===== src/rtl/pipe_ctrl_if.sv =====
// pipe_ctrl_if: hazard/status inputs and pipeline control outputs of the
// RV32 pipeline sequencer.
//   slave  : the sequencer (consumes ID/EX/MEM status, drives controls)
//   master : the pipeline/test side (drives status, consumes controls)
interface pipe_ctrl_if;
  // ID / EX / MEM status
  logic [4:0]  id_rs;
  logic [4:0]  id_rs2;
  logic        id_uses_rs;
  logic        id_uses_rs2;
  logic        id_fence;
  logic [4:0]  ex_rd;
  logic        ex_is_load;
  logic        ex_branch_taken;
  logic [31:0] ex_branch_pc;
  logic        mem_req;
  logic        mem_ready;
  // pipeline controls
  logic        pc_we;
  logic        pc_sel;
  logic [31:0] redirect_pc;
  logic        if_id_we;
  logic        id_ex_we;
  logic        ex_mem_we;
  logic        if_id_flush;
  logic        id_ex_flush;
  logic        ex_mem_flush;
  logic        mem_err;
  logic [31:0] stall_cnt;
  logic [31:0] flush_cnt;

  modport slave (
    input  id_rs, id_rs2, id_uses_rs, id_uses_rs2, id_fence,
           ex_rd, ex_is_load, ex_branch_taken, ex_branch_pc,
           mem_req, mem_ready,
    output pc_we, pc_sel, redirect_pc, if_id_we, id_ex_we, ex_mem_we,
           if_id_flush, id_ex_flush, ex_mem_flush, mem_err,
           stall_cnt, flush_cnt
  );

  modport master (
    output id_rs, id_rs2, id_uses_rs, id_uses_rs2, id_fence,
           ex_rd, ex_is_load, ex_branch_taken, ex_branch_pc,
           mem_req, mem_ready,
    input  pc_we, pc_sel, redirect_pc, if_id_we, id_ex_we, ex_mem_we,
           if_id_flush, id_ex_flush, ex_mem_flush, mem_err,
           stall_cnt, flush_cnt
  );
endinterface


===== src/rtl/pipe_ctrl.sv =====
// pipe_ctrl: central pipeline sequencer. Produces per-cycle PC/pipeline
// register enables, flushes and PC select from hazard and status inputs:
// load-use stalls, taken-branch redirects, memory-wait freezes with a
// timeout trap, and a fence drain sequence.
// Ports:
//   clk  - core clock, all state on rising edge
//   rst  - synchronous active-high reset
//   bus  - pipe_ctrl_if.slave (status in, controls out)
// Optional feature: define PIPE_CTRL_PERF_EN to build the stall/flush
// performance counters; otherwise stall_cnt/flush_cnt are tied to 0.
module pipe_ctrl #(
  parameter logic [31:0] TRAP_VEC     = 32'h0000_0010,
  parameter int unsigned MEM_TIMEOUT  = 255,
  parameter int unsigned DRAIN_CYCLES = 3
) (
  input  logic        clk,
  input  logic        rst,
  pipe_ctrl_if.slave  bus
);
  localparam int unsigned WAIT_W  = (MEM_TIMEOUT > 1) ? $clog2(MEM_TIMEOUT) : 1;
  localparam int unsigned DRAIN_W = (DRAIN_CYCLES > 1) ? $clog2(DRAIN_CYCLES) : 1;
  localparam logic [DRAIN_W-1:0] DRAIN_LAST = DRAIN_W'(DRAIN_CYCLES - 1);

  typedef enum logic [1:0] {RUN, MEM_WAIT, DRAIN} state_e;

  state_e              state_q, state_d, ret_state_q, ret_state_d, eff_state;
  logic [WAIT_W-1:0]   wait_cnt_q, wait_cnt_d;
  logic [DRAIN_W-1:0]  drain_cnt_q, drain_cnt_d;
  logic                frozen, timeout_hit, load_use, flush_evt;

  assign frozen      = bus.mem_req && !bus.mem_ready;
  // MEM_TIMEOUT == 0 disables the trap entirely.
  assign timeout_hit = (MEM_TIMEOUT != 0) &&
                       (wait_cnt_q == WAIT_W'(MEM_TIMEOUT - 1));
  assign load_use    = bus.ex_is_load && (bus.ex_rd != 5'd0) &&
                       ((bus.id_uses_rs  && (bus.id_rs  == bus.ex_rd)) ||
                        (bus.id_uses_rs2 && (bus.id_rs2 == bus.ex_rd)));
  // The first unfrozen cycle after a wait behaves as the state we left,
  // so a held branch or an interrupted drain proceeds immediately.
  assign eff_state   = (state_q == MEM_WAIT) ? ret_state_q : state_q;

  always_comb begin
    bus.pc_we        = 1'b1;
    bus.if_id_we     = 1'b1;
    bus.id_ex_we     = 1'b1;
    bus.ex_mem_we    = 1'b1;
    bus.if_id_flush  = 1'b0;
    bus.id_ex_flush  = 1'b0;
    bus.ex_mem_flush = 1'b0;
    bus.pc_sel       = 1'b0;
    bus.redirect_pc  = 32'd0;
    bus.mem_err      = 1'b0;
    flush_evt        = 1'b0;
    state_d          = state_q;
    ret_state_d      = ret_state_q;
    wait_cnt_d       = wait_cnt_q;
    drain_cnt_d      = drain_cnt_q;

    if (rst) begin
      bus.pc_we        = 1'b0;
      bus.if_id_we     = 1'b0;
      bus.id_ex_we     = 1'b0;
      bus.ex_mem_we    = 1'b0;
      bus.if_id_flush  = 1'b1;
      bus.id_ex_flush  = 1'b1;
      bus.ex_mem_flush = 1'b1;
    end else if (frozen) begin
      bus.pc_we     = 1'b0;
      bus.if_id_we  = 1'b0;
      bus.id_ex_we  = 1'b0;
      bus.ex_mem_we = 1'b0;
      if (timeout_hit) begin
        bus.mem_err      = 1'b1;
        bus.pc_sel       = 1'b1;
        bus.redirect_pc  = TRAP_VEC;
        bus.pc_we        = 1'b1;
        bus.if_id_flush  = 1'b1;
        bus.id_ex_flush  = 1'b1;
        bus.ex_mem_flush = 1'b1;
        flush_evt        = 1'b1;
        state_d          = RUN;
        ret_state_d      = RUN;
        wait_cnt_d       = '0;
        drain_cnt_d      = '0;
      end else begin
        ret_state_d = eff_state;
        state_d     = MEM_WAIT;
        wait_cnt_d  = wait_cnt_q + 1'b1;
      end
    end else begin
      wait_cnt_d = '0;
      state_d    = eff_state;
      case (eff_state)
        RUN: begin
          if (bus.ex_branch_taken) begin
            bus.pc_sel      = 1'b1;
            bus.redirect_pc = bus.ex_branch_pc;
            bus.if_id_flush = 1'b1;
            bus.id_ex_flush = 1'b1;
            flush_evt       = 1'b1;
          end else if (bus.id_fence) begin
            bus.pc_we       = 1'b0;
            bus.if_id_we    = 1'b0;
            bus.id_ex_flush = 1'b1;
            drain_cnt_d     = '0;
            state_d         = DRAIN;
          end else if (load_use) begin
            bus.pc_we       = 1'b0;
            bus.if_id_we    = 1'b0;
            bus.id_ex_flush = 1'b1;
          end
        end
        DRAIN: begin
          // Last drain count releases the fence with default outputs.
          if (drain_cnt_q != DRAIN_LAST) begin
            bus.pc_we       = 1'b0;
            bus.if_id_we    = 1'b0;
            bus.id_ex_flush = 1'b1;
            drain_cnt_d     = drain_cnt_q + 1'b1;
          end else begin
            state_d = RUN;
          end
        end
        default: state_d = RUN;
      endcase
    end
  end

  always_ff @(posedge clk) begin
    if (rst) begin
      state_q     <= RUN;
      ret_state_q <= RUN;
      wait_cnt_q  <= '0;
      drain_cnt_q <= '0;
    end else begin
      state_q     <= state_d;
      ret_state_q <= ret_state_d;
      wait_cnt_q  <= wait_cnt_d;
      drain_cnt_q <= drain_cnt_d;
    end
  end

`ifdef PIPE_CTRL_PERF_EN
  logic [31:0] stall_cnt_q, stall_cnt_d, flush_cnt_q, flush_cnt_d;

  always_comb begin
    stall_cnt_d = stall_cnt_q + {31'd0, !bus.pc_we};
    flush_cnt_d = flush_cnt_q + {31'd0, flush_evt};
  end

  always_ff @(posedge clk) begin
    if (rst) begin
      stall_cnt_q <= 32'd0;
      flush_cnt_q <= 32'd0;
    end else begin
      stall_cnt_q <= stall_cnt_d;
      flush_cnt_q <= flush_cnt_d;
    end
  end

  assign bus.stall_cnt = stall_cnt_q;
  assign bus.flush_cnt = flush_cnt_q;
`else
  logic unused_flush_evt;
  assign unused_flush_evt = flush_evt;
  assign bus.stall_cnt    = 32'd0;
  assign bus.flush_cnt    = 32'd0;
`endif
endmodule


===== src/flat_wrapper.sv =====
// flat-port wrapper written by rule: the top's interface ports become plain ports
module pipe_ctrl_flat 
#(
  parameter logic [31:0] TRAP_VEC     = 32'h0000_0010,
  parameter int unsigned MEM_TIMEOUT  = 255,
  parameter int unsigned DRAIN_CYCLES = 3
)
  (clk, rst, bus_id_rs, bus_id_rs2, bus_id_uses_rs, bus_id_uses_rs2, bus_id_fence, bus_ex_rd, bus_ex_is_load, bus_ex_branch_taken, bus_ex_branch_pc, bus_mem_req, bus_mem_ready, bus_pc_we, bus_pc_sel, bus_redirect_pc, bus_if_id_we, bus_id_ex_we, bus_ex_mem_we, bus_if_id_flush, bus_id_ex_flush, bus_ex_mem_flush, bus_mem_err, bus_stall_cnt, bus_flush_cnt);
  pipe_ctrl_if bus_i ();
  input  logic clk;
  input  logic rst;
  input wire logic [$bits(bus_i.id_rs)-1:0] bus_id_rs;
  input wire logic [$bits(bus_i.id_rs2)-1:0] bus_id_rs2;
  input wire logic [$bits(bus_i.id_uses_rs)-1:0] bus_id_uses_rs;
  input wire logic [$bits(bus_i.id_uses_rs2)-1:0] bus_id_uses_rs2;
  input wire logic [$bits(bus_i.id_fence)-1:0] bus_id_fence;
  input wire logic [$bits(bus_i.ex_rd)-1:0] bus_ex_rd;
  input wire logic [$bits(bus_i.ex_is_load)-1:0] bus_ex_is_load;
  input wire logic [$bits(bus_i.ex_branch_taken)-1:0] bus_ex_branch_taken;
  input wire logic [$bits(bus_i.ex_branch_pc)-1:0] bus_ex_branch_pc;
  input wire logic [$bits(bus_i.mem_req)-1:0] bus_mem_req;
  input wire logic [$bits(bus_i.mem_ready)-1:0] bus_mem_ready;
  output wire logic [$bits(bus_i.pc_we)-1:0] bus_pc_we;
  output wire logic [$bits(bus_i.pc_sel)-1:0] bus_pc_sel;
  output wire logic [$bits(bus_i.redirect_pc)-1:0] bus_redirect_pc;
  output wire logic [$bits(bus_i.if_id_we)-1:0] bus_if_id_we;
  output wire logic [$bits(bus_i.id_ex_we)-1:0] bus_id_ex_we;
  output wire logic [$bits(bus_i.ex_mem_we)-1:0] bus_ex_mem_we;
  output wire logic [$bits(bus_i.if_id_flush)-1:0] bus_if_id_flush;
  output wire logic [$bits(bus_i.id_ex_flush)-1:0] bus_id_ex_flush;
  output wire logic [$bits(bus_i.ex_mem_flush)-1:0] bus_ex_mem_flush;
  output wire logic [$bits(bus_i.mem_err)-1:0] bus_mem_err;
  output wire logic [$bits(bus_i.stall_cnt)-1:0] bus_stall_cnt;
  output wire logic [$bits(bus_i.flush_cnt)-1:0] bus_flush_cnt;
  assign bus_i.id_rs = bus_id_rs;
  assign bus_i.id_rs2 = bus_id_rs2;
  assign bus_i.id_uses_rs = bus_id_uses_rs;
  assign bus_i.id_uses_rs2 = bus_id_uses_rs2;
  assign bus_i.id_fence = bus_id_fence;
  assign bus_i.ex_rd = bus_ex_rd;
  assign bus_i.ex_is_load = bus_ex_is_load;
  assign bus_i.ex_branch_taken = bus_ex_branch_taken;
  assign bus_i.ex_branch_pc = bus_ex_branch_pc;
  assign bus_i.mem_req = bus_mem_req;
  assign bus_i.mem_ready = bus_mem_ready;
  assign bus_pc_we = bus_i.pc_we;
  assign bus_pc_sel = bus_i.pc_sel;
  assign bus_redirect_pc = bus_i.redirect_pc;
  assign bus_if_id_we = bus_i.if_id_we;
  assign bus_id_ex_we = bus_i.id_ex_we;
  assign bus_ex_mem_we = bus_i.ex_mem_we;
  assign bus_if_id_flush = bus_i.if_id_flush;
  assign bus_id_ex_flush = bus_i.id_ex_flush;
  assign bus_ex_mem_flush = bus_i.ex_mem_flush;
  assign bus_mem_err = bus_i.mem_err;
  assign bus_stall_cnt = bus_i.stall_cnt;
  assign bus_flush_cnt = bus_i.flush_cnt;
  pipe_ctrl #(.TRAP_VEC(TRAP_VEC), .MEM_TIMEOUT(MEM_TIMEOUT), .DRAIN_CYCLES(DRAIN_CYCLES)) u_core (.clk(clk), .rst(rst), .bus(bus_i));
endmodule

===== config.mk =====
export PLATFORM = sky130hd
export DESIGN_NAME = pipe_ctrl_flat
export DESIGN_NICKNAME = d
export VERILOG_FILES = /design/src/rtl/pipe_ctrl_if.sv /design/src/rtl/pipe_ctrl.sv /design/src/flat_wrapper.sv
export SDC_FILE = /design/constraint.sdc
export NUM_CORES = 1
export LEC_CHECK = 0
export ABC_AREA = 1
export CAP_MARGIN = 20
export CORE_MARGIN = 1
export CORE_UTILIZATION = 25
export CTS_BUF_LIST = sky130_fd_sc_hd__clkbuf_4
export DETAILED_ROUTE_END_ITERATION = 6
export MAX_ROUTING_LAYER = met4
export PLACE_DENSITY = 0.68
export SKIP_LAST_GASP = 1
export SYNTH_ARGS = -nofsm -noshare
export SYNTH_HDL_FRONTEND = slang
export SYNTH_SLANG_ARGS = --single-unit

===== constraint.sdc =====
create_clock -name clk -period 1.81 [get_ports clk]
set_clock_uncertainty 0.2 [all_clocks]
set_input_delay 0.181 -clock clk [delete_from_list [all_inputs] [get_ports clk]]
set_output_delay 0.181 -clock clk [all_outputs]
set_load 0.01 [all_outputs]

==> parameters.txt <==
Parameter                              Value

Run
  Number of maximum-capacitance violations ... 0

Setup path
  Slowest Stage Delay on Critical Path ... 0.38 ns
  Largest driver fanout on the critical path ... 3
  Critical path data required time ... 1.43 ns
  Arrival time at the worst endpoint ... 1.59 ns
  Reg2reg path depth ... 9
  Worst Setup End Kind ... output port
  Kind of start point of the critical path ... flop
  Critical Setup Path Class ... flop to output port
  RR Startpoint ... u_core.ret_state_q[0]$_SDFFE_PP0P_
  Cell-by-cell listing of the critical path ... o21ai_2 > buf_6 > buf_4 > nand3b_1 > nand2_1 > inv_2 > nand2_1 > o21bai_1 > inv_1 > buf_6
  Critical R2R Capture ... u_core.drain_cnt_q[0]$_SDFFE_PP0P_
  Cell type of the slowest stage on the worst timing path ... sky130_fd_sc_hd__dfxtp_4
  Register-to-register setup slack ... 0.10 ns

Power
  Leakage power figure ... 0.00158 uW
  Switching share of power ... 0.365
  Fraction of power consumed by combinational cells ... 0.508
  Pwr per Cell Area ... 359 nW/um^2
  Share of power burned in registers ... 0.314
  Cell-internal power ... 651 uW
  Net Sw Power ... 374 uW
  Worst ir drop on vdd ... 0.253 mV
  Pwr Total ... 1020 uW
  Part of the total power dissipated in the clock network ... 0.178

Status
  Violations in the final reports ... setup timing
  Run status ... finished with violations

Logic synthesis
  Fraction of synthesis flops using an asynchronous set or reset pin ... 0
  Largest family of logic cells by synthesized area ... simple AND/OR/NAND/NOR gates
  Cell with the most instances after synthesis ... sky130_fd_sc_hd__nand2_1
  Adder-Cell Fraction of Synth Area ... 0.0217
  Top post-synthesis cells by area ... sky130_fd_sc_hd__buf_4, sky130_fd_sc_hd__nand2_1, sky130_fd_sc_hd__dfxtp_1
  Synthesized-area fraction occupied by and/or/nand/nor cells ... 0.388
  Mean instance size in the synthesized netlist ... 5.81 sq um
  FF+latch count, synth ... 14
  Cell count after synthesis ... 298
  Area share of the leading cell type in the synthesized netlist ... 0.282
  Post-synthesis mux area share ... 0
  Area fraction in compound gates after synthesis ... 0.0477
  Post-synthesis share of cell area spent on xor and xnor gates ... 0.0101
  Synth unique cells ... 26
  Flip-flop cell with the highest count after synthesis ... sky130_fd_sc_hd__dfxtp_1
  Most frequent cells after synthesis ... sky130_fd_sc_hd__nand2_1, sky130_fd_sc_hd__buf_4, sky130_fd_sc_hd__nor2_1, sky130_fd_sc_hd__inv_1, sky130_fd_sc_hd__dfxtp_1
  EDFF count, synth ... 0
  Post-Synthesis Cell Area ... 1730 sq um
  Warning count from the yosys run ... 0
  Cell type with the largest total area after synthesis ... sky130_fd_sc_hd__buf_4
  Post-synthesis sequential area ratio ... 0.162

Final layout
  Synthesis-to-finish area growth ... 64.9%
  Count of nets after finishing ... 494
  Antenna diodes ... 0
  Number of non-filler instances in the completed layout ... 510
  Share of post-route cells with drive strength above 1 ... 0.300
  Fill count ... 662
  Area of all placed cells without fillers ... 2850 sq um

Clock tree
  TritonCTS Buffers ... 3
  Clock transition at the registers of the reported paths ... 0.09 ns
  Sink Count ... 14
  Number of levels the H-tree was split into ... 1
  Number of buffers on the longest clock path ... 2
  Clock tree root driver cell ... sky130_fd_sc_hd__clkbuf_4
  Hold-fix buffers at CTS ... 0
  CTS tree ... done
  Clock latency at the later pin of the worst-skew pair ... 0.28 ns

STA
  Maximum operating frequency ... 0.507 GHz
  Final critical delay including setup and external delays ... 1.97 ns
  Finish-stage setup viols ... 37
  Setup repair after global routing missed its margin ... true
  Setup TNS after final layout ... -3.99 ns
  Count of pins over their slew limit ... 0
  Part of the cycle the worst path needs ... 1.09
  Final Hold Viols ... 0
  Hold slack ... 0.300 ns
  Final setup margin ... -0.164 ns

Floorplan
  Die outline height ... 85.2 um
  Width of the die ... 85.2 um
  Die area ... 7260 sq um
  Number of top-level pins ... 161
  Initial core utilization ... 0.265
  Row count ... 29
  Area of the placeable core ... 6530 sq um

Placement
  Placed Instance Area ... 2750 sq um
  Detailed-placement wirelength estimate ... 3.91 mm
  Placed Cells incl. Taps ... 492
  Number of I/O port buffers ... 96
  GPL Wtd Cong ... 0.832

Worst hold path
  WHS Path Cells ... 2
  Worst-case hold path end point ... u_core.ret_state_q[0]$_SDFFE_PP0P_
  Worst min path class ... flop to flop
  Worst Min Path Start ... u_core.ret_state_q[0]$_SDFFE_PP0P_

Route
  Via-to-Cell Ratio ... 3.92
  Number of design-rule violations left by the first detailed-router iteration ... 45
  DRT Pass-1 Iters ... 4
  Post-detailed-route count of antenna-violating nets ... 0
  Via count ... 1998
  Routed length per placed instance ... 9.86 um
  DRC violation count after routing ... 0
  Total Routed Length ... 5.03 mm

Global route
  Via count of the first global-routing pass ... 1824
  Global-route total usage across every layer ... 0.136
  Number of antenna violations at the first check in global routing ... 0
  Global route total overflow ... 0
  Wire length of the first global-routing pass ... 7.85 mm
  Pin count of the biggest net entering global routing ... 22
cell usage in the layout (no fill, tap or decap), drive strengths merged:
master and count:
xnor2 1, nor3 3, o21ai 7, xor2 1
nand3 10, dlygate4sd2 2, buf 83, a21oi 5
dlymetal6s2s 3, clkdlybuf4s50 50, nand2 86, nand3b 1
and3 1, ha 3, dfxtp 14, inv 32
o21bai 1, nor2 59, nand4 1, conb 64
o21a 1, clkbuf 5
metal layers:
metal  wire (um)  GRT usage
met1        1940      0.140
met2        2660      0.261
met3         390     0.0331
met4          45     0.0277
met5           0          -
how the worst max path moves through the flow:
| stage | from | to | slack, ns | cells past startpoint |
|---|---|---|---|---|
| final | u_core.state_q[0]$_SDFF_PP0_ | bus_id_ex_flush | -0.16 | 10 |
| after floorplan | u_core.wait_cnt_q[3]$_SDFF_PP0_ | bus_redirect_pc[4] | 0.31 | 7 |
| after CTS | u_core.state_q[1]$_SDFF_PN0_ | bus_pc_we | -0.17 | 11 |
| after global routing | u_core.ret_state_q[0]$_SDFFE_PP0P_ | bus_pc_we | -0.27 | 11 |
| after detailed placement | bus_mem_req | bus_redirect_pc[4] | -0.51 | 9 |
| after global placement | bus_mem_req | bus_redirect_pc[4] | -0.51 | 9 |
repair_timing:
action                     in CTS  in global routing
buffers inserted               10                  3
resized for setup             194                 23
setup endpoints to repair      41                 43
pin swaps                      19                 12
cloned                          2                  0
final cells by class:
cell class | instances | area, sq um | share of cell area
Timing Repair Buffer | 140 | 1180 | 0.415
Tap cell | 77 | 96.3 | 0.0338
Sequential cell | 14 | 293 | 0.103
Clock buffer | 3 | 22.5 | 0.00789
Multi-Input combinational cell | 244 | 1130 | 0.397
Inverter | 32 | 125 | 0.0438
worst max-delay path: cells and delay by family, from the launching register on:
| family | cells | cell delay, ns |
|---|---|---|
| AO/OA/AOI/OAI | 2 | 0.21 |
| buffers and inverters | 5 | 0.50 |
| flip-flops | 1 | 0.38 |
| AND/OR/NAND/NOR | 3 | 0.24 |
power by group through the flow:
stage          Clock, uW  Combinational (uW)  Sequential (uW)
6_report             182                 520              322
3_5_place_dp           0                 501              329
2_1_floorplan          0                 327              329
5_1_grt              195                 572              323
4_1_cts              185                 507              322
3_3_place_gp           0                 496              329
per-stage QoR:
step	util	setup WS, ns
4_1_cts	0.425	-0.172
3_3_place_gp	0.421	-0.507
5_1_grt	0.437	-0.265
6_report	0.437	-0.164
3_5_place_dp	0.421	-0.515
2_1_floorplan	-	0.306
logic make-up (layout without fill, tap and decap cells):
| kind of cell | Yosys count | after routing |
|---|---|---|
| adders and majority gates | 3 | 3 |
| and+or+nand+nor | 161 | 161 |
| other | 1 | 64 |
| AOI/OAI and AO/OA | 14 | 14 |
| xor gates and xnor gates | 2 | 2 |
| buffers and inverters | 103 | 175 |
| DFF | 14 | 14 |
state kept, by name (all words and copies together) (netlist names):
register	cells
u_core.wait_cnt_q	8
u_core.drain_cnt_q	2
u_core.ret_state_q	2
u_core.state_q	2
(Power assumes the default switching activity.)
